===== config.mk =====
export PLATFORM = sky130hd
export DESIGN_NAME = melody_sequencer
export DESIGN_NICKNAME = d
export VERILOG_FILES = /design/src/rtl/melody_sequencer.sv
export SDC_FILE = /design/constraint.sdc
export NUM_CORES = 1
export LEC_CHECK = 0
export CELL_PAD_IN_SITES_DETAIL_PLACEMENT = 0
export CELL_PAD_IN_SITES_GLOBAL_PLACEMENT = 1
export CORE_MARGIN = 5
export CORE_UTILIZATION = 45
export DETAILED_ROUTE_END_ITERATION = 8
export GPL_TIMING_DRIVEN = 0
export PLACE_DENSITY = 0.89
export SLEW_MARGIN = 0
export SYNTH_ARGS = -nofsm -noshare
export SYNTH_HDL_FRONTEND = slang
export SYNTH_SLANG_ARGS = --single-unit

===== constraint.sdc =====
create_clock -name clk -period 2.8 [get_ports clk]
set_input_delay 0.56 -clock clk [delete_from_list [all_inputs] [get_ports clk]]
set_output_delay 0.56 -clock clk [all_outputs]
set_load 0.05 [all_outputs]

===== src/rtl/melody_sequencer.sv =====
`default_nettype none
// ============================================================================
//  Module      : melody_sequencer
//  Description : Note-select front end for the piezo tone generator. Passes
//                one-hot manual keys through in IDLE, or plays a 16-entry song
//                ROM with beat timing and an articulation gap between notes.
//  Revision    : 1.0  initial release
// ============================================================================
module melody_sequencer #(
    parameter int TICK_DIV   = 1000,
    parameter int BEAT_TICKS = 250,
    parameter int GAP_TICKS  = 20,
    parameter int DEB_CYCLES = 1000
) (
    input  logic        clk,
    input  logic        reset,
    input  logic        play_btn,
    input  logic        stop_btn,
    input  logic        loop_en,
    input  logic [11:0] sw_in,
    output logic [11:0] note_out,
    output logic        playing,
    output logic [3:0]  note_idx,
    output logic        song_done
);

    localparam int PRE_W = $clog2(TICK_DIV + 1);
    localparam int TCK_W = $clog2(7 * BEAT_TICKS + 1);
    localparam int DEB_W = $clog2(DEB_CYCLES + 1);

    typedef enum logic [2:0] {
        S_IDLE = 3'd0,
        S_LOAD = 3'd1,
        S_NOTE = 3'd2,
        S_GAP  = 3'd3,
        S_DONE = 3'd4
    } state_t;

    // Song ROM: {code[3:0], dur[2:0]}; code 0 is a rest.
    function automatic logic [6:0] rom_entry(input logic [3:0] a);
        case (a)
            4'd0:    return {4'd1, 3'd1};
            4'd1:    return {4'd1, 3'd1};
            4'd2:    return {4'd5, 3'd1};
            4'd3:    return {4'd5, 3'd1};
            4'd4:    return {4'd6, 3'd1};
            4'd5:    return {4'd6, 3'd1};
            4'd6:    return {4'd5, 3'd2};
            4'd7:    return {4'd0, 3'd1};
            4'd8:    return {4'd4, 3'd1};
            4'd9:    return {4'd4, 3'd1};
            4'd10:   return {4'd3, 3'd1};
            4'd11:   return {4'd3, 3'd1};
            4'd12:   return {4'd2, 3'd1};
            4'd13:   return {4'd2, 3'd1};
            4'd14:   return {4'd1, 3'd2};
            default: return {4'd0, 3'd1};
        endcase
    endfunction

    // Codes 1..12 select one tone bit; everything else is silence.
    function automatic logic [11:0] note_decode(input logic [3:0] code);
        if (code >= 4'd1 && code <= 4'd12) begin
            return 12'd1 << (code - 4'd1);
        end
        return 12'd0;
    endfunction

    // ------------------------------------------------------------------
    // Button conditioning: bit 0 = play, bit 1 = stop
    // ------------------------------------------------------------------
    logic [1:0] w_btn_raw;
    logic [1:0] w_press;

    assign w_btn_raw = {stop_btn, play_btn};

    for (genvar gi = 0; gi < 2; gi++) begin : g_btn
        logic             sync1_q;
        logic             sync2_q;
        logic             level_q;
        logic             level_d;
        logic [DEB_W-1:0] cnt_q;
        logic [DEB_W-1:0] cnt_d;
        logic             w_rise;

        // Accept a new level only after it has disagreed for DEB_CYCLES cycles in a row.
        always_comb begin
            level_d = level_q;
            cnt_d   = '0;
            w_rise  = 1'b0;
            if (sync2_q != level_q) begin
                if (cnt_q == DEB_W'(DEB_CYCLES - 1)) begin
                    level_d = sync2_q;
                    w_rise  = sync2_q;
                end else begin
                    cnt_d = cnt_q + 1'b1;
                end
            end
        end

        // Two-flop synchroniser plus debounce state.
        always_ff @(posedge clk or negedge reset) begin
            if (!reset) begin
                sync1_q <= 1'b0;
                sync2_q <= 1'b0;
                level_q <= 1'b0;
                cnt_q   <= '0;
            end else begin
                sync1_q <= w_btn_raw[gi];
                sync2_q <= sync1_q;
                level_q <= level_d;
                cnt_q   <= cnt_d;
            end
        end

        assign w_press[gi] = w_rise;
    end

    logic w_play;
    logic w_stop;
    assign w_play = w_press[0];
    assign w_stop = w_press[1];

    // ------------------------------------------------------------------
    // Sequencer
    // ------------------------------------------------------------------
    state_t           state_q,     state_d;
    logic [3:0]       idx_q,       idx_d;
    logic [3:0]       code_q,      code_d;
    logic [2:0]       dur_q,       dur_d;
    logic [PRE_W-1:0] presc_q,     presc_d;
    logic [TCK_W-1:0] tick_q,      tick_d;
    logic [11:0]      note_out_q,  note_out_d;
    logic             playing_q,   playing_d;
    logic             song_done_q, song_done_d;

    logic [6:0]  w_rom;
    logic [3:0]  w_rom_code;
    logic [2:0]  w_rom_dur;
    logic        w_active;
    logic        w_pre_wrap;
    logic [31:0] w_note_last;
    logic        w_note_end;
    logic        w_gap_end;
    logic        w_sw_onehot;

    assign w_rom       = rom_entry(idx_q);
    assign w_rom_code  = w_rom[6:3];
    assign w_rom_dur   = w_rom[2:0];
    assign w_active    = (state_q == S_LOAD) || (state_q == S_NOTE) || (state_q == S_GAP);
    assign w_pre_wrap  = (presc_q == PRE_W'(TICK_DIV - 1));
    assign w_note_last = 32'(dur_q) * 32'(BEAT_TICKS) - 32'(GAP_TICKS) - 32'd1;
    assign w_note_end  = w_pre_wrap && (32'(tick_q) == w_note_last);
    assign w_gap_end   = w_pre_wrap && (32'(tick_q) == 32'(GAP_TICKS - 1));
    assign w_sw_onehot = (sw_in != 12'd0) && ((sw_in & (sw_in - 12'd1)) == 12'd0);

    // Next state, song position and timing counters; counters restart on every NOTE/GAP entry.
    always_comb begin
        state_d = state_q;
        idx_d   = idx_q;
        code_d  = code_q;
        dur_d   = dur_q;
        presc_d = '0;
        tick_d  = '0;
        if (w_active && w_stop) begin
            state_d = S_IDLE;
            idx_d   = 4'd0;
        end else if (w_play) begin
            state_d = S_LOAD;
            idx_d   = 4'd0;
        end else begin
            case (state_q)
                S_IDLE: begin
                end
                S_LOAD: begin
                    code_d  = w_rom_code;
                    dur_d   = (w_rom_dur == 3'd0) ? 3'd1 : w_rom_dur;
                    state_d = S_NOTE;
                end
                S_NOTE: begin
                    if (w_note_end) begin
                        state_d = S_GAP;
                    end else if (w_pre_wrap) begin
                        tick_d = tick_q + 1'b1;
                    end else begin
                        presc_d = presc_q + 1'b1;
                        tick_d  = tick_q;
                    end
                end
                S_GAP: begin
                    if (w_gap_end) begin
                        if (idx_q != 4'd15) begin
                            idx_d   = idx_q + 4'd1;
                            state_d = S_LOAD;
                        end else if (loop_en) begin
                            idx_d   = 4'd0;
                            state_d = S_LOAD;
                        end else begin
                            state_d = S_DONE;
                        end
                    end else if (w_pre_wrap) begin
                        tick_d = tick_q + 1'b1;
                    end else begin
                        presc_d = presc_q + 1'b1;
                        tick_d  = tick_q;
                    end
                end
                S_DONE: begin
                    state_d = S_IDLE;
                    idx_d   = 4'd0;
                end
                default: begin
                    state_d = S_IDLE;
                    idx_d   = 4'd0;
                end
            endcase
        end
    end

    // Outputs follow the next state so they switch on the same edge as the state register.
    always_comb begin
        note_out_d  = 12'd0;
        playing_d   = (state_d == S_LOAD) || (state_d == S_NOTE) || (state_d == S_GAP);
        song_done_d = (state_d == S_DONE);
        case (state_d)
            S_IDLE:  note_out_d = w_sw_onehot ? sw_in : 12'd0;
            S_NOTE:  note_out_d = note_decode(code_d);
            default: note_out_d = 12'd0;
        endcase
    end

    // State and output registers; reset forces silence and IDLE immediately.
    always_ff @(posedge clk or negedge reset) begin
        if (!reset) begin
            state_q     <= S_IDLE;
            idx_q       <= 4'd0;
            code_q      <= 4'd0;
            dur_q       <= 3'd0;
            presc_q     <= '0;
            tick_q      <= '0;
            note_out_q  <= 12'd0;
            playing_q   <= 1'b0;
            song_done_q <= 1'b0;
        end else begin
            state_q     <= state_d;
            idx_q       <= idx_d;
            code_q      <= code_d;
            dur_q       <= dur_d;
            presc_q     <= presc_d;
            tick_q      <= tick_d;
            note_out_q  <= note_out_d;
            playing_q   <= playing_d;
            song_done_q <= song_done_d;
        end
    end

    assign note_out  = note_out_q;
    assign playing   = playing_q;
    assign note_idx  = idx_q;
    assign song_done = song_done_q;

endmodule
`default_nettype wire


==> metrics.md, run 1 <==
| Metric | Value |
|---|---|
| Status | `finished, final reports clean` |
| Max_slew headroom | `0.517` |
| Initial antenna violation count | `0` |
| Switching Power | `0.554 mW` |
| Yosys warnings | `0` |
| Final Util | `0.551` |
| Post-synth EDFFs | `0` |
| Via count | `3,098` |
| Slew Limit Fails | `0` |
| Crit Path Category | `flop to flop` |
| Nets | `498` |
| Vias in the first global route | `3,143` |
| Routed wire length | `8220 um` |
| Final hold violations | `0` |
| Yosys top cell area share | `0.455` |
| Overflow after GRT | `0` |
| PortBufs | `34` |
| Sequential Area | `1850 um2` |
| Leakage | `2.15 nW` |
| Worst reg2reg startpoint | `g_btn[0].cnt_q[0]` |
| Post-route cell area | `4830 um2` |
| Initial Util | `0.465` |
| DRC viols | `0` |
| Worst EP required | `3060 ps` |
| Row Count | `34` |
| Setup WS post-layout | `119 ps` |
| Clk slew on worst S/H paths | `80 ps` |
| Multi-input logic area | `2160 um2` |
| Internal | `1.58 mW` |
| Ant diodes | `0` |
| Max stage delay on crit path | `570 ps` |
| Min Tclk post-route | `2680 ps` |
| Place WS | `-181 ps` |
| Seq cells post-synth | `74` |
| Cell taking the most area after synthesis | `dfrtp_1` |
| Max IR drop VDD | `0.270 mV` |
| Worst skew pair latency | `350 ps` |
| WL/cell | `14.3 um` |
| CP arrival | `2940 ps` |
| Worst-Margin Slew | `724 ps` |
| Layout cells sized above 1 | `0.115` |
| Worst setup startpoint | `g_btn[0].cnt_q[0]` |
| Global-route wire length before repair | `14,700 um` |
| DRT iter0 DRCs | `160` |
| Initial DRT Pass Iterations | `4` |
| Filler cell count | `782` |
| Maximum clock frequency | `373 MHz` |
| Critical Path Sink | `note_out[11]` |
| Flop-to-flop setup slack | `120 ps` |
| Max-cap violations | `0` |
| Die height | `105 um` |
| Critical path fanouts, max | `6` |
| Gp weighted congestion | `0.812` |
| CTS Root Cell | `clkbuf_8` |
| Main flop type after synthesis | `dfrtp_1` |
| Crit-path slowest cell | `nor4_2` |
| Total CTS buffers | `9` |
| Net Sw Frac | `0.259` |
| Count leader, synth | `dfrtp_1` |
| Die ar. | `11,100 um2` |
| CTS Hold Bufs | `0` |
| GRT Util Overall | `0.159` |
| Antenna Nets Post-Route | `0` |
| Cells along the critical path | `ha_1 -> nand4b_1 -> nor4_2 -> nor4_1 -> or2_2 -> or4_1 -> o22ai_1` |
| Hold Path Class | `input port to asynchronous set/reset pin` |
| Yosys cell types | `61` |
| CTS tree | `built` |
| Vias per cell | `5.37` |
| Syn Inst Count | `417` |
| Pwr dens | `443 nW/um2` |
| Largest net degree at the start of global routing | `49` |
| Synth top cells by count | `dfrtp_1, nor2_1, nand2_1` |
| Hold slack | `124 ps` |
| Io pins | `35` |
| Async set or reset register ratio after synthesis | `1.00` |
| Sequential share of power | `0.519` |
| CTS H-tree depth | `3` |
| HPWL Detailed | `5890 um` |
| Mapped Nets | `450` |
| Logic gate share of total power | `0.105` |
| Core Box Area | `8760 um2` |
| Area Overhead vs Synth | `18.6%` |
| Cells on worst reg2reg path | `7` |
| Area contributors post-synth | `dfrtp_1, nor2_1, xor2_1, ha_1, xnor2_1` |
| Dpl cell area | `4570 um2` |
| Sequential area share after synthesis | `0.455` |
| Maximum clock insertion buffer count | `2` |
| Final Skew | `11.3 ps` |
| Mean Syn Cell Area | `9.76 um2` |
| Startpoint type of the worst setup path | `flop` |
| Clock power share | `0.376` |
| Die width | `105 um` |
| Clk sinks | `74` |
| Worst reg2reg endpoint | `note_out[11]` |
| Period utilization | `0.958` |
| Post-Syn Area | `4070 um2` |
| Element type at the critical path end | `flop` |
| Final setup violation count | `0` |
==> placed cells by master, fill, tap and decap left out, drive strengths merged, types with 4 or more instances in the layout <==
cell type      instances
and3                  11
nand2                 33
nor2                  66
buf                    9
nand2b                 4
nand3b                 7
o21ai                 12
inv                   12
clkbuf                16
nor4                  10
mux2                   4
ha                    16
nand3                 27
nor3b                  5
o2bb2ai                6
a21oi                  6
mux2i                  4
xnor2                 17
dfrtp                 74
xor2                  27
nand4                  9
or2                    6
nor3                   9
clkdlybuf4s50         33
==> cells by family after synthesis <==
| group | Yosys count | synth area share |
|---|---|---|
| adder cells (fa/ha/maj) | 18 | 0.0541 |
| AND/OR/NAND/NOR | 206 | 0.266 |
| AO/OA/AOI/OAI | 44 | 0.0802 |
| flip-flops | 74 | 0.455 |
| XOR/XNOR | 44 | 0.0947 |
| buffers and inverters | 23 | 0.0273 |
| multiplexers | 8 | 0.0227 |
==> power groups by stage <==
stage | combinational [mW] | clock, mW | sequential [mW]
after floorplan | 0.0903 | 0 | 1.17
after global placement | 0.214 | 0 | 1.13
after detailed placement | 0.222 | 0 | 1.13
after CTS | 0.224 | 0.822 | 1.11
after global routing | 0.248 | 0.859 | 1.12
final | 0.224 | 0.804 | 1.11
==> worst max-delay path: cells and delay by family, from the launching register on <==
kind | cells | cell delay (ps)
adder cells (fa/ha/maj) | 1 | 220
AND/OR/NAND/NOR | 5 | 1800
AO/OA/AOI/OAI | 1 | 200
flip-flops | 1 | 390
==> worst min-delay path by stage <==
stage / startpoint / end / slack, ps
floorplan: reset / code_q[0] / 260
global placement: g_btn[0].sync1_q / g_btn[0].sync2_q / 340
detailed placement: g_btn[1].sync1_q / g_btn[1].sync2_q / 340
CTS: reset / dur_q[1] / 130
global route: reset / note_out[6] / 150
finish: reset / presc_q[7] / 120
==> through the flow <==
stage	setup TNS, ps	power (mW)	instances
6_report	0	2.14	577
5_1_grt	-1.18	2.22	577
2_1_floorplan	0	1.26	417
3_5_place_dp	-1160	1.35	560
3_3_place_gp	-100900	1.35	559
4_1_cts	0	2.16	575
==> layout make-up <==
cell class	instances	share of cell area
multi-input combinational	320	0.448
clock inverter	5	0.0117
clock buffer	10	0.0264
buffer	11	0.0140
tap	108	0.0280
inverter	12	0.00933
sequential	74	0.384
timing repair buffer	37	0.0788
==> state kept, by name (all words and copies together) (netlist names), 2 cells and up <==
| name | flops |
|---|---|
| tick_q | 11 |
| note_out | 12 |
| dur_q | 2 |
| code_q | 4 |
| g_btn.sync2_q | 2 |
| state_q | 3 |
| note_idx | 4 |
| g_btn.level_q | 2 |
| presc_q | 10 |
| g_btn.sync1_q | 2 |
| g_btn.cnt_q | 20 |
==> layer usage <==
| metal | global-route usage | up-vias | part of all wire |
|---|---|---|---|
| li1 | - | 1551 | - |
| met1 | 0.206 | 1504 | 0.46 |
| met2 | 0.267 | 35 | 0.50 |
| met3 | 0.0271 | 8 | 0.027 |
| met4 | 0.0594 | 0 | 0.015 |
| met5 | 0 | - | 0 |
==> what timing repair did <==
item                       CTS  global route
setup endpoints to repair   12            14
buffers inserted             0             2
gates resized for setup      4            10
pin swaps                    0             2
(Power assumes the default switching activity.)
==> run 2: changes to the inputs <==
--- a/config.mk
+++ b/config.mk
@@ -16,3 +16,4 @@
 export SYNTH_ARGS = -nofsm -noshare
 export SYNTH_HDL_FRONTEND = slang
 export SYNTH_SLANG_ARGS = --single-unit
+export TNS_END_PERCENT = 1
==> constraint.sdc (replaced) <==
create_clock -name clk -period 3 [get_ports clk]
set_input_delay 0.6 -clock clk [delete_from_list [all_inputs] [get_ports clk]]
set_output_delay 0.6 -clock clk [all_outputs]
set_load 0.05 [all_outputs]
==> run 2 against run 1 <==
  * Via count is 0.45% lower
  * Global-route usage hardly changed
  * Core utilization is 0.56 points lower
  * Register-to-register slack better by 130 ps
  * Critical path type unchanged
==> metrics.md, run 2 (synthesis results as in run 1) <==
| Metric | Value |
|---|---|
| Via count | `3,084 (-0.45%)` |
| Die ar. | `11,100 um2 (unchanged)` |
| Cells along the critical path | `ha_1 -> and3_1 -> and4_4 -> a31o_4 -> or4b_1 -> buf_6 -> buf_8 -> clkbuf_1 -> a21oi_1 -> o2bb2ai_1` |
| Clk sinks | `74 (unchanged)` |
| Max IR drop VDD | `0.252 mV (-6.7%)` |
| GRT Util Overall | `0.159 (-0.000389)` |
| CTS H-tree depth | `3 (unchanged)` |
| Cells on worst reg2reg path | `10 (+3)` |
| Setup Fix Bufs, Post-CTS | `0 (unchanged)` |
| Global-route wire length before repair | `14,700 um (-0.28%)` |
| Initial Util | `0.465 (unchanged)` |
| Startpoint type of the worst setup path | `flop` |
| Setup repair after global routing missed its margin | `no` |
| Ant diodes | `0 (unchanged)` |
| Hold slack | `173 ps (+48.1 ps)` |
| Slew Limit Fails | `0 (unchanged)` |
| Final Skew | `11.2 ps (-0.0686 ps)` |
| Max-cap violations | `0 (unchanged)` |
| Initial DRT Pass Iterations | `4 (unchanged)` |
| Io pins | `35 (unchanged)` |
| Routed wire length | `8120 um (-1.3%)` |
| Gp weighted congestion | `0.812 (unchanged)` |
| HPWL Detailed | `5890 um (unchanged)` |
| Crit-path slowest cell | `or4b_1` |
| Nets | `496 (-0.40%)` |
| Worst skew pair latency | `350 ps (about the same)` |
| Row Count | `34 (unchanged)` |
| PortBufs | `34 (unchanged)` |
| Die width | `105 um (unchanged)` |
| Commonest non-fill, non-tap cell in the layout | `dfrtp_1` |
| Max stage delay on crit path | `520 ps (-50 ps)` |
| Die height | `105 um (unchanged)` |
| Element type at the critical path end | `flop` |
| Max reg flops | `20 (unchanged)` |
| Core Box Area | `8760 um2 (unchanged)` |
| DRC viols | `0 (unchanged)` |
| Total CTS buffers | `9 (unchanged)` |
| Area Overhead vs Synth | `17.4%` |
| Crit Path Category | `flop to flop` |
| CTS tree | `built` |
| WL/cell | `14.1 um (-0.95%)` |
| Layout cells sized above 1 | `0.0942 (-0.0209)` |
| Maximum clock insertion buffer count | `2 (unchanged)` |
| Antenna Nets Post-Route | `0 (unchanged)` |
| Final Util | `0.545 (-0.00557)` |
| Max_slew headroom | `0.594 (+0.0768)` |
| Overflow after GRT | `0 (unchanged)` |
| Min Tclk post-route | `2750 ps (+68.3 ps)` |
| Worst-Margin Slew | `609 ps (-115 ps)` |
| Biggest register | `g_btn.cnt_q` |
| Critical path fanouts, max | `10 (+4)` |
| Final setup violation count | `0 (unchanged)` |
| Leakage | `2.15 nW (-0.23%)` |
| CP arrival | `2980 ps (+40 ps)` |
| Initial antenna violation count | `0 (unchanged)` |
| CTS Root Cell | `clkbuf_8` |
| Status | `finished, final reports clean` |
| Hold Path Class | `input port to asynchronous set/reset pin` |
| Vias in the first global route | `3,130 (-0.41%)` |
| Largest net degree at the start of global routing | `49 (unchanged)` |
| Worst EP required | `3230 ps (+170 ps)` |
| DRT iter0 DRCs | `157 (-1.9%)` |
| Clk slew on worst S/H paths | `80 ps (about the same)` |
| Vias per cell | `5.36 (-0.11%)` |
| Most frequent cells in the layout | `dfrtp_1, nor2_1, nand2_1, clkdlybuf4s50_1, xor2_1` |
| Pwr dens | `416 nW/um2 (-6.2%)` |
| Period utilization | `0.917 (-0.0411)` |
| Final hold violations | `0 (unchanged)` |
| Filler cell count | `789 (+0.90%)` |
| Maximum clock frequency | `364 MHz (-2.5%)` |
[run 2: metrics by stage]
| step | power, mW | instances | setup WS, ps | area, um2 | setup TNS [ps] |
|---|---|---|---|---|---|
| detailed placement | 1.26 | 560 | 19.5 | 4570 | 0 |
| floorplan | 1.17 | 417 | 477 | 4070 | 0 |
| global placement | 1.26 | 559 | -1200 | 4550 | -88500 |
| finish | 1.99 | 575 | 250 | 4780 | 0 |
| global route | 2.07 | 575 | 36.4 | 4780 | 0 |
| CTS | 2.01 | 575 | 14.3 | 4760 | 0 |
[run 2: timing repair]
item | in CTS | in global routing
endpoints found under the setup margin | 0 | 12
hold buffers | 0 | 0
resized for setup | 0 | 5
[run 2: area by class of cell]
class | instances | area (um2) | share of cell area
Inverter | 12 | 45.0 | 0.00942
Clock inverter | 5 | 56.3 | 0.0118
Timing Repair Buffer | 35 | 365 | 0.0764
Buffer | 11 | 66.3 | 0.0139
Tap cell | 108 | 135 | 0.0283
Multi-Input combinational cell | 320 | 2130 | 0.446
Clock buffer | 10 | 128 | 0.0267
Sequential cell | 74 | 1850 | 0.387
[run 2: power breakdown]
part	switching [mW]	total, mW	internal (mW)
registers	0.0172	1.04	1.02
clock network	0.366	0.744	0.378
logic	0.126	0.206	0.0804
total	0.509	1.99	1.48
[run 2: path summary, 6_finish.rpt]
| check | startpoint | to | slack (ps) |
|---|---|---|---|
| max | g_btn[1].cnt_q[0] | note_out[4] | 250 |
| min | reset | presc_q[7] | 170 |
| max reg2reg | g_btn[1].cnt_q[0] | note_out[4] | 250 |
| min reg2reg | g_btn[1].sync1_q | g_btn[1].sync2_q | 350 |
| max in group asynchronous | reset | g_btn[0].cnt_q[9] | 2270 |
| min in group clk | g_btn[1].sync1_q | g_btn[1].sync2_q | 350 |
[run 2: worst max-delay path, delay by kind of cell, from the launching register on]
family,cells,cell delay [ps]
AO/OA/AOI/OAI,3,570
adder cells (fa/ha/maj),1,240
AND/OR/NAND/NOR,3,920
flip-flops,1,400
buffers and inverters,3,510
[run 2: routing by layer]
metal / vias up / share of wire / GRT usage / wire length [um]
met5: - / 0 / 0 / 0
met4: 0 / 0.0068 / 0.0594 / 55
met3: 4 / 0.028 / 0.0271 / 227
met2: 43 / 0.51 / 0.265 / 4110
met1: 1495 / 0.46 / 0.206 / 3720
li1: 1542 / - / - / -
